<file path="src/rtl/mem_arb_pkg.sv">
// Shared types and defaults for the data-memory arbiter: FSM states,
// access owner encoding and the default RAM latency.
package mem_arb_pkg;

   localparam int DEFAULT_LAT = 2;

   typedef enum logic [1:0] {
      IDLE = 2'd0,
      WAIT = 2'd1,
      RESP = 2'd2
   } state_t;

   typedef enum logic {
      OWN_IF  = 1'b0,
      OWN_MEM = 1'b1
   } owner_t;

endpackage

</file>
<file path="src/rtl/mem_arb_timer.sv">
// Loadable down-counter that times one RAM access; done is raised while
// the count sits at 1, i.e. in the cycle where RAM read data is valid.
module mem_arb_timer #(
   parameter int LAT = 2
) (
   input  logic clk,
   input  logic rst,
   input  logic load,
   input  logic dec,
   output logic done
);

   localparam int CW = $clog2(LAT + 1);

   logic [CW-1:0] count_r;

   // Load on issue, count down while waiting; stops at zero so it never wraps.
   always_ff @(posedge clk) begin
      if (!rst) begin
         count_r <= {CW{1'b0}};
      end else if (load) begin
         count_r <= CW'(LAT);
      end else if (dec && (count_r != {CW{1'b0}})) begin
         count_r <= count_r - CW'(1);
      end else begin
         count_r <= count_r;
      end
   end

   assign done = (count_r == CW'(1));

endmodule

</file>
<file path="src/rtl/mem_arbiter.sv">
// Arbiter/sequencer for the single-port data RAM shared by instruction fetch
// and the memory stage; MEM has fixed priority, one access in flight at a time.
module mem_arbiter
   import mem_arb_pkg::*;
#(
   parameter int LAT    = DEFAULT_LAT,
   parameter int ADDR_W = 32,
   parameter int DATA_W = 32
) (
   input  logic              clk,
   input  logic              rst,
   input  logic              if_req,
   input  logic [ADDR_W-1:0] if_addr,
   output logic              if_valid,
   output logic [DATA_W-1:0] if_rdata,
   input  logic              mem_rd,
   input  logic              mem_wr,
   input  logic [ADDR_W-1:0] mem_addr,
   input  logic [DATA_W-1:0] mem_wdata,
   output logic              mem_valid,
   output logic [DATA_W-1:0] mem_rdata,
   output logic              stall,
   output logic              ram_en,
   output logic              ram_we,
   output logic [ADDR_W-1:0] ram_addr,
   output logic [DATA_W-1:0] ram_wdata,
   input  logic [DATA_W-1:0] ram_rdata
);

   state_t            state_r;
   state_t            state_nx;
   owner_t            owner_r;
   logic              write_r;
   logic              if_valid_r;
   logic              mem_valid_r;
   logic [DATA_W-1:0] if_rdata_r;
   logic [DATA_W-1:0] mem_rdata_r;
   logic              issue_s;
   logic              issue_mem_s;
   logic              done_s;
   logic              mem_any_s;

   assign mem_any_s = mem_rd | mem_wr;

   mem_arb_timer #(
      .LAT (LAT)
   ) u_timer (
      .clk  (clk),
      .rst  (rst),
      .load (issue_s),
      .dec  (state_r == WAIT),
      .done (done_s)
   );

   // Next-state and issue decision; the issue is suppressed while reset is held.
   always_comb begin
      state_nx    = state_r;
      issue_s     = 1'b0;
      issue_mem_s = 1'b0;
      case (state_r)
         IDLE: begin
            if (rst && mem_any_s) begin
               issue_s     = 1'b1;
               issue_mem_s = 1'b1;
               state_nx    = WAIT;
            end else if (rst && if_req) begin
               issue_s  = 1'b1;
               state_nx = WAIT;
            end else begin
               state_nx = IDLE;
            end
         end
         WAIT: begin
            if (done_s) begin
               state_nx = RESP;
            end else begin
               state_nx = WAIT;
            end
         end
         RESP:    state_nx = IDLE;
         default: state_nx = IDLE;
      endcase
   end

   // RAM strobe and payload for the issue cycle; a simultaneous rd+wr is a write.
   always_comb begin
      ram_en    = issue_s;
      ram_we    = issue_s & issue_mem_s & mem_wr;
      ram_addr  = {ADDR_W{1'b0}};
      ram_wdata = {DATA_W{1'b0}};
      if (issue_s) begin
         ram_addr  = issue_mem_s ? mem_addr : if_addr;
         ram_wdata = mem_wdata;
      end else begin
         ram_addr  = {ADDR_W{1'b0}};
         ram_wdata = {DATA_W{1'b0}};
      end
   end

   // State, owner and response registers; valid pulses are set on entry to RESP.
   always_ff @(posedge clk) begin
      if (!rst) begin
         state_r     <= IDLE;
         owner_r     <= OWN_IF;
         write_r     <= 1'b0;
         if_valid_r  <= 1'b0;
         mem_valid_r <= 1'b0;
         if_rdata_r  <= {DATA_W{1'b0}};
         mem_rdata_r <= {DATA_W{1'b0}};
      end else begin
         state_r     <= state_nx;
         if_valid_r  <= 1'b0;
         mem_valid_r <= 1'b0;
         if (issue_s) begin
            owner_r <= issue_mem_s ? OWN_MEM : OWN_IF;
            write_r <= issue_mem_s & mem_wr;
         end
         if ((state_r == WAIT) && done_s) begin
            if (owner_r == OWN_MEM) begin
               mem_valid_r <= 1'b1;
               mem_rdata_r <= write_r ? {DATA_W{1'b0}} : ram_rdata;
            end else begin
               if_valid_r <= 1'b1;
               if_rdata_r <= ram_rdata;
            end
         end
      end
   end

   assign if_valid  = if_valid_r;
   assign mem_valid = mem_valid_r;
   assign if_rdata  = if_rdata_r;
   assign mem_rdata = mem_rdata_r;
   assign stall     = (if_req & ~if_valid_r) | (mem_any_s & ~mem_valid_r);

endmodule

</file>
<file path="config.mk">
export PLATFORM = sky130hd
export DESIGN_NAME = mem_arbiter
export DESIGN_NICKNAME = d
export VERILOG_FILES = /design/src/rtl/mem_arb_pkg.sv /design/src/rtl/mem_arb_timer.sv /design/src/rtl/mem_arbiter.sv
export SDC_FILE = /design/constraint.sdc
export NUM_CORES = 1
export LEC_CHECK = 0
export CAP_MARGIN = 20
export CORE_AREA = 2 2 102 104
export DETAILED_ROUTE_END_ITERATION = 8
export DIE_AREA = 0 0 104 106
export PLACE_DENSITY = 0.82
export SYNTH_ARGS = -nofsm -noshare
export SYNTH_HDL_FRONTEND = slang
export SYNTH_SLANG_ARGS = --single-unit
</file>
<file path="constraint.sdc">
create_clock -name clk -period 5.2 [get_ports clk]
set_input_delay 1.56 -clock clk [delete_from_list [all_inputs] [get_ports clk]]
set_output_delay 1.56 -clock clk [all_outputs]
set_load 0.05 [all_outputs]
</file>
==> results.md, run 1 <==
- Seq/Total Area, Yosys: 43.5%
- Detailed placement HPWL: 10400 um
- Clock sink total: 72
- CP Max Fanout: 31
- R2r setup slk: 2.63 ns
- Drt pass-1 iters: 4
- GR Overflow Total: 0
- Net count reported at finish: 774
- Cts repair resizes: 1
- Final setup violation count: 0
- CP required: 3.64 ns
- Outcome: finished, final reports clean
- Total CTS buffers: 9
- Slowest cell delay on critical path: 0.45 ns
- Clock power share: 26.5%
- Gr usage total: 22.5%
- Slew @ Worst Pin: 1.05 ns
- Post-CTS setup buffer count: 0
- Peak supply drop: 0.120 mV
- Seq cells post-synth: 72
- Initial antenna violation count: 1
- Die height: 106 um
- Lkg Pwr: 2.50 nW
- # DRC: 0
- Synth warn: 0
- Clock-pin slew on the worst setup and hold paths: 0.07 ns
- Worst skew pair latency: 0.33 ns
- Critical Path AT: 3.34 ns
- DP Area: 0.00664 mm^2
- Maxcap violations: 0
- Comb power frac: 38.8%
- Setup CP Type: input port to output pin
- Area of the multi-input gates: 0.00167 mm^2
- Switch Pwr: 0.553 mW
- Post-detailed-route count of antenna-violating nets: 0
- Fin. Hold Viols: 0
- Syn_area_per_cell: 8.36 um^2
- Min Tclk post-route: 4.90 ns
- CTS max path bufs: 2
- Final instance area: 0.00685 mm^2
- Fillers: 768
- CTS Hold Bufs: 0
- I/O Pins: 266
- Pin count of the biggest net entering global routing: 70
- Root Driver: clkbuf_8
- H-Tree Level Count: 3
- Ranking of synthesized cells by area: dfxtp_1, or3b_1, a22o_1
- Die width: 104 um
- Synth top area share: 43.5%
- Vias: 3798
- IO Port Bufs: 265
- Final Skew: 0.00632 ns
- Count of pins over their slew limit: 0
- DRT iter0 DRCs: 198
- Core area: 0.0100 mm^2
- Flop pwr share: 34.8%
- Endpoint type of the worst setup path: output pin
- RSZ-0062 raised after global routing: no
- Mean routed wirelength per cell: 17.1 um
- Fraction of layout cells with a size suffix above 1: 14.3%
- Storage element area: 0.00144 mm^2
- Mapped Area: 0.00331 mm^2
- Distinct cells, synth: 31
- P per Cell Area: 247 mW/mm^2
- Final Cycle Share: 94.2%
- Highest Clock Rate: 0.204 GHz
- Area Overhead vs Synth: 107%
- CP startpoint kind: input port
- FP Rows: 37
- Post-Layout Cell Count: 781
- GP Congestion: 0.834
- CTS tree: done
- Via density per instance: 4.86
- Cells after synthesis: 396
- Global-route wire length before repair: 19600 um
- Placed Cells incl. Taps: 764
- Syn_nets: 531
- Vias in the first global route: 3778
- Cell mode on critical path: buf_4
- Critical Path Slowest Stage Cell: clkdlybuf4s50_1
- Initial Utilization: 33.1%
- CP cell instances: clkdlybuf4s50_1 -> nor2_1 -> buf_4 -> and3_1 -> buf_4 -> a22o_1 -> buf_12
- Net Sw Frac: 32.7%
- Yosys top cell by area: dfxtp_1
- Internal power: 1.14 mW
- Type of the worst min-delay path: flop to flop
- Final wirelength: 13300 um
- Die area: 0.0110 mm^2
- Slew headroom: 30.2%
[logic make-up (layout without fill, tap and decap cells)]
| logic type | count (synthesis) | in the layout | share of synthesized area, % |
|---|---|---|---|
| buffers and inverters | 45 | 293 | 6.27 |
| muxes | 1 | 1 | 0.302 |
| DFF | 72 | 72 | 43.5 |
| other | 0 | 1 | 0 |
| adders and majority gates | 2 | 2 | 0.755 |
| AOI/OAI and AO/OA | 102 | 102 | 19.6 |
| and+or+nand+nor | 173 | 173 | 29.2 |
| xor gates and xnor gates | 1 | 1 | 0.264 |
[cell usage in the layout (no fill, tap or decap), drive strengths merged, types with 14 or more instances in the layout]
master	instances
clkbuf	14
dfxtp	72
buf	74
or3b	32
clkdlybuf4s50	197
a21oi	32
nand3	32
a22o	31
o21ai	32
and2	34
nand2	65
[worst max-delay path: cells and delay by family]
kind / cells / cell delay, ns
AND/OR/NAND/NOR: 2 / 0.40
buffers and inverters: 4 / 1.09
AO/OA/AOI/OAI: 1 / 0.28
[final timing paths]
path,start,to,cells after the start
max,mem_wr,ram_addr[31],7
min,mem_rdata[28],mem_rdata[28],2
max reg2reg,u_timer.count_r[0],mem_rdata[30],5
min reg2reg,mem_rdata[28],mem_rdata[28],2
[registers in the layout, summed over array words and instances, names as in the netlist]
| name | flops |
|---|---|
| if_rdata | 32 |
| state_r | 2 |
| write_r | 1 |
| mem_rdata | 32 |
| mem_valid | 1 |
| if_valid | 1 |
| u_timer.count_r | 2 |
| owner_r | 1 |
[area by class of cell]
type,count,area share [%]
repair buffers,271,48.8
multi-input cells,279,24.4
flip-flops and latches,72,21.1
well taps,136,2.49
clock buffers,14,2.38
clock inverters,2,0.548
inverters,6,0.329
diodes,1,0.0366
[layer usage]
metal | GRT usage (%) | wire (um) | vias to the layer above
met4 | 8.11 | 214 | 0
li1 | - | - | 1864
met2 | 39.9 | 6870 | 163
met1 | 24.6 | 5200 | 1758
met5 | 0 | 0 | -
met3 | 8.52 | 1040 | 13
[synth_stat cells]
| cell | number |
|---|---|
| clkbuf_1 | 16 |
| buf_2 | 19 |
| o41ai_1 | 1 |
| and4bb_1 | 1 |
| and2_1 | 34 |
| nor3b_1 | 1 |
| a31o_1 | 2 |
| nand3_1 | 32 |
| nor2b_1 | 1 |
| nand2_1 | 65 |
| inv_2 | 2 |
| and3_1 | 1 |
| mux2i_1 | 1 |
| or3b_1 | 32 |
| o21a_1 | 1 |
| a21oi_1 | 32 |
| a22o_1 | 31 |
| ha_1 | 2 |
| nand4b_1 | 1 |
| o221a_1 | 1 |
| inv_1 | 4 |
| dfxtp_1 | 72 |
| buf_6 | 2 |
| nor2_1 | 2 |
| xnor2_1 | 1 |
| o31ai_1 | 1 |
| nor3b_2 | 1 |
| buf_1 | 2 |
| nor3_1 | 2 |
| o21ai_1 | 32 |
| o22ai_1 | 1 |
[power by group through the flow]
stage / Combinational, mW / Sequential (mW) / Clock [mW]
after CTS: 0.659 / 0.587 / 0.459
after floorplan: 0.285 / 0.617 / 0
after global routing: 0.680 / 0.590 / 0.482
after global placement: 0.647 / 0.599 / 0
after detailed placement: 0.656 / 0.600 / 0
final: 0.655 / 0.587 / 0.447
[per-stage QoR]
step	util (%)	hold WS (ns)	worst slack (ns)	TNS, ns	total power [mW]
detailed placement	66.4	0.444	-0.0599	-0.113	1.26
global route	68.5	0.465	0.214	0	1.75
global placement	66.4	0.436	0.0559	0	1.25
finish	68.5	0.452	0.302	0	1.69
floorplan	-	0.464	0.607	0	0.902
CTS	68.4	0.453	0.315	0	1.71
No activity file was read; power rests on OpenSTA's default activity.
==> run 2, diff against run 1 <==
--- a/config.mk
+++ b/config.mk
@@ -9,6 +9,7 @@
 export CORE_AREA = 2 2 102 104
 export DETAILED_ROUTE_END_ITERATION = 8
 export DIE_AREA = 0 0 104 106
+export MAX_ROUTING_LAYER = met4
 export PLACE_DENSITY = 0.82
 export SYNTH_ARGS = -nofsm -noshare
 export SYNTH_HDL_FRONTEND = slang
==> run 2 against run 1 <==
Clock skew shrank 0.00087 ns. Count of clock-buffer cells in the layout unchanged. Non-clock buffer count did not move. Worst setup slack got worse by 0.00069 ns. Combinational power barely moved. Power rose by 0.19%. Largest cell class unchanged.
==> results.md, run 2 (synthesized netlist as in run 1, its figures left out) <==
- GP Congestion: 0.847 (+1.5%)
- Comb power frac: 38.8% (about the same)
- Post-CTS setup buffer count: 0 (unchanged)
- Final setup violation count: 0 (unchanged)
- Most frequent cells in the layout: clkdlybuf4s50_1, dfxtp_1, nand2_1, buf_12, and2_1
- Met1 GRT Util: 25.2% (+0.68 points)
- RSZ-0062 raised after global routing: no
- Setup CP Type: input port to output pin
- Setup crit end: ram_addr[31]
- IO Port Bufs: 265 (unchanged)
- Drt pass-1 iters: 4 (unchanged)
- FP Rows: 37 (unchanged)
- CP cell instances: clkdlybuf4s50_1 -> nor2_1 -> buf_4 -> and3_1 -> buf_4 -> a22o_1 -> buf_12
- Slew headroom: 28.2% (-2.0 points)
- Clock power share: 26.5% (about the same)
- Slowest cell delay on critical path: 0.45 ns (about the same)
- Global-route wire length before repair: 19600 um (about the same)
- Detailed placement HPWL: 10400 um (unchanged)
- Switch Pwr: 0.556 mW (+0.59%)
- R2r setup slk: 2.64 ns (about the same)
- Highest Clock Rate: 0.204 GHz (about the same)
- Die width: 104 um (unchanged)
- Endpoint type of the worst setup path: output pin
- CP Max Fanout: 31 (unchanged)
- Clock sink total: 72 (unchanged)
- CP required: 3.64 ns (about the same)
- Vias: 3818 (+0.53%)
- Total power draw: 1.69 mW (+0.19%)
- H-Tree Level Count: 3 (unchanged)
- Reg-to-Reg End: mem_rdata[30]
- Initial antenna violation count: 1 (unchanged)
- Internal power: 1.14 mW (about the same)
- Worst reg2reg startpoint: u_timer.count_r[0]
- P per Cell Area: 247 mW/mm^2 (+0.19%)
- Reg2Reg Depth: 5 (unchanged)
- Placed Cells incl. Taps: 764 (unchanged)
- CTS max path bufs: 2 (unchanged)
- Peak supply drop: 0.119 mV (-0.23%)
- CTS tree: done
- Commonest non-fill, non-tap cell in the layout: clkdlybuf4s50_1
- Lkg Pwr: 2.50 nW (unchanged)
- Final Cycle Share: 94.2% (about the same)
- Via density per instance: 4.89 (+0.53%)
- Die area: 0.0110 mm^2 (unchanged)
- DRT iter0 DRCs: 179 (-9.6%)
- Final Skew: 0.00545 ns (-0.000871 ns)
- # DRC: 0 (unchanged)
- Maxcap violations: 0 (unchanged)
- I/O Pins: 266 (unchanged)
- Outcome: finished, final reports clean
- Initial Utilization: 33.1% (unchanged)
- Post-Layout Cell Count: 781 (unchanged)
- Final wirelength: 13300 um (+0.11%)
- CP startpoint kind: input port
- Net Sw Frac: 32.9% (+0.13 points)
- Total CTS buffers: 9 (unchanged)
- Vias in the first global route: 3790 (+0.32%)
- Global Route met2 Usage: 39.8% (-0.094 points)
- Core area: 0.0100 mm^2 (unchanged)
- Gr usage total: 23.2% (+0.70 points)
- Pin count of the biggest net entering global routing: 70 (unchanged)
- Flop pwr share: 34.7% (about the same)
- Cell mode on critical path: buf_4
- GR Overflow Total: 0 (unchanged)
- Min Tclk post-route: 4.90 ns (+0.000687 ns)
- Post-detailed-route count of antenna-violating nets: 0 (unchanged)
- Cts repair resizes: 1 (unchanged)
- Root Driver: clkbuf_8
- Clock-pin slew on the worst setup and hold paths: 0.07 ns (about the same)
- Worst skew pair latency: 0.34 ns (about the same)
- Critical Path AT: 3.34 ns (about the same)
- Mean routed wirelength per cell: 17.1 um (+0.11%)
- Net count reported at finish: 774 (unchanged)
- Critical Path Slowest Stage Cell: clkdlybuf4s50_1
- Fin. Hold Viols: 0 (unchanged)
- Fraction of layout cells with a size suffix above 1: 14.3% (unchanged)
- Area Overhead vs Synth: 107% (unchanged)
- CTS Hold Bufs: 0 (unchanged)
- Crit path launch: mem_wr
- GR peak layer: met2
- Slew @ Worst Pin: 1.08 ns (+0.0299 ns)
- Grt met3 use: 8.34% (-0.18 points)
- Type of the worst min-delay path: flop to flop
- Count of pins over their slew limit: 0 (unchanged)
- Die height: 106 um (unchanged)
## run 2: cell counts in the layout (fill, tap and decap cells not counted)
Identical to the previous run, type by type.
## run 2: worst max-delay path, delay by kind of cell
| kind | cells | cell delay (ns) |
|---|---|---|
| buf+inv | 4 | 1.09 |
| simple gates | 2 | 0.40 |
| compound gates | 1 | 0.28 |
## run 2: power by group through the flow
| stage | sequential [mW] | clock, mW | combinational [mW] |
|---|---|---|---|
| finish | 0.587 | 0.449 | 0.656 |
| global placement | 0.599 | 0 | 0.647 |
| floorplan | 0.617 | 0 | 0.285 |
| CTS | 0.587 | 0.459 | 0.659 |
| detailed placement | 0.600 | 0 | 0.656 |
| global route | 0.590 | 0.483 | 0.680 |
## run 2: layout make-up
| type | instances | area, um^2 |
|---|---|---|
| multi-input cells | 279 | 1670 |
| repair buffers | 271 | 3340 |
| inverters | 6 | 22.5 |
| diodes | 1 | 2.50 |
| flip-flops and latches | 72 | 1440 |
| well taps | 136 | 170 |
| clock inverters | 2 | 37.5 |
| clock buffers | 14 | 163 |
| fillers | 768 | 3150 |
## run 2: worst min-delay path by stage
stage / from / to / slack [ns] / cells after the start
global route: mem_rdata[22] / mem_rdata[22] / 0.47 / 2
global placement: if_rdata[6] / if_rdata[6] / 0.44 / 2
finish: mem_rdata[28] / mem_rdata[28] / 0.45 / 2
floorplan: owner_r / owner_r / 0.46 / 1
CTS: mem_rdata[28] / mem_rdata[28] / 0.45 / 2
detailed placement: if_rdata[4] / if_rdata[4] / 0.44 / 2
## run 2: routing by layer
layer | up-vias | wire (um)
met4 | 0 | 239
met3 | 16 | 1020
met1 | 1770 | 5270
li1 | 1859 | -
met2 | 173 | 6800
met5 | - | 0
## run 2: through the flow
stage | cell area [um^2] | setup TNS, ns | hold slack, ns | utilization [%] | setup slack [ns]
after floorplan | 3310 | 0 | 0.464 | - | 0.607
after global placement | 6640 | 0 | 0.436 | 66.4 | 0.0559
after detailed placement | 6640 | -0.113 | 0.444 | 66.4 | -0.0599
after CTS | 6840 | 0 | 0.453 | 68.4 | 0.315
after global routing | 6850 | 0 | 0.465 | 68.5 | 0.214
final | 6850 | 0 | 0.452 | 68.5 | 0.301
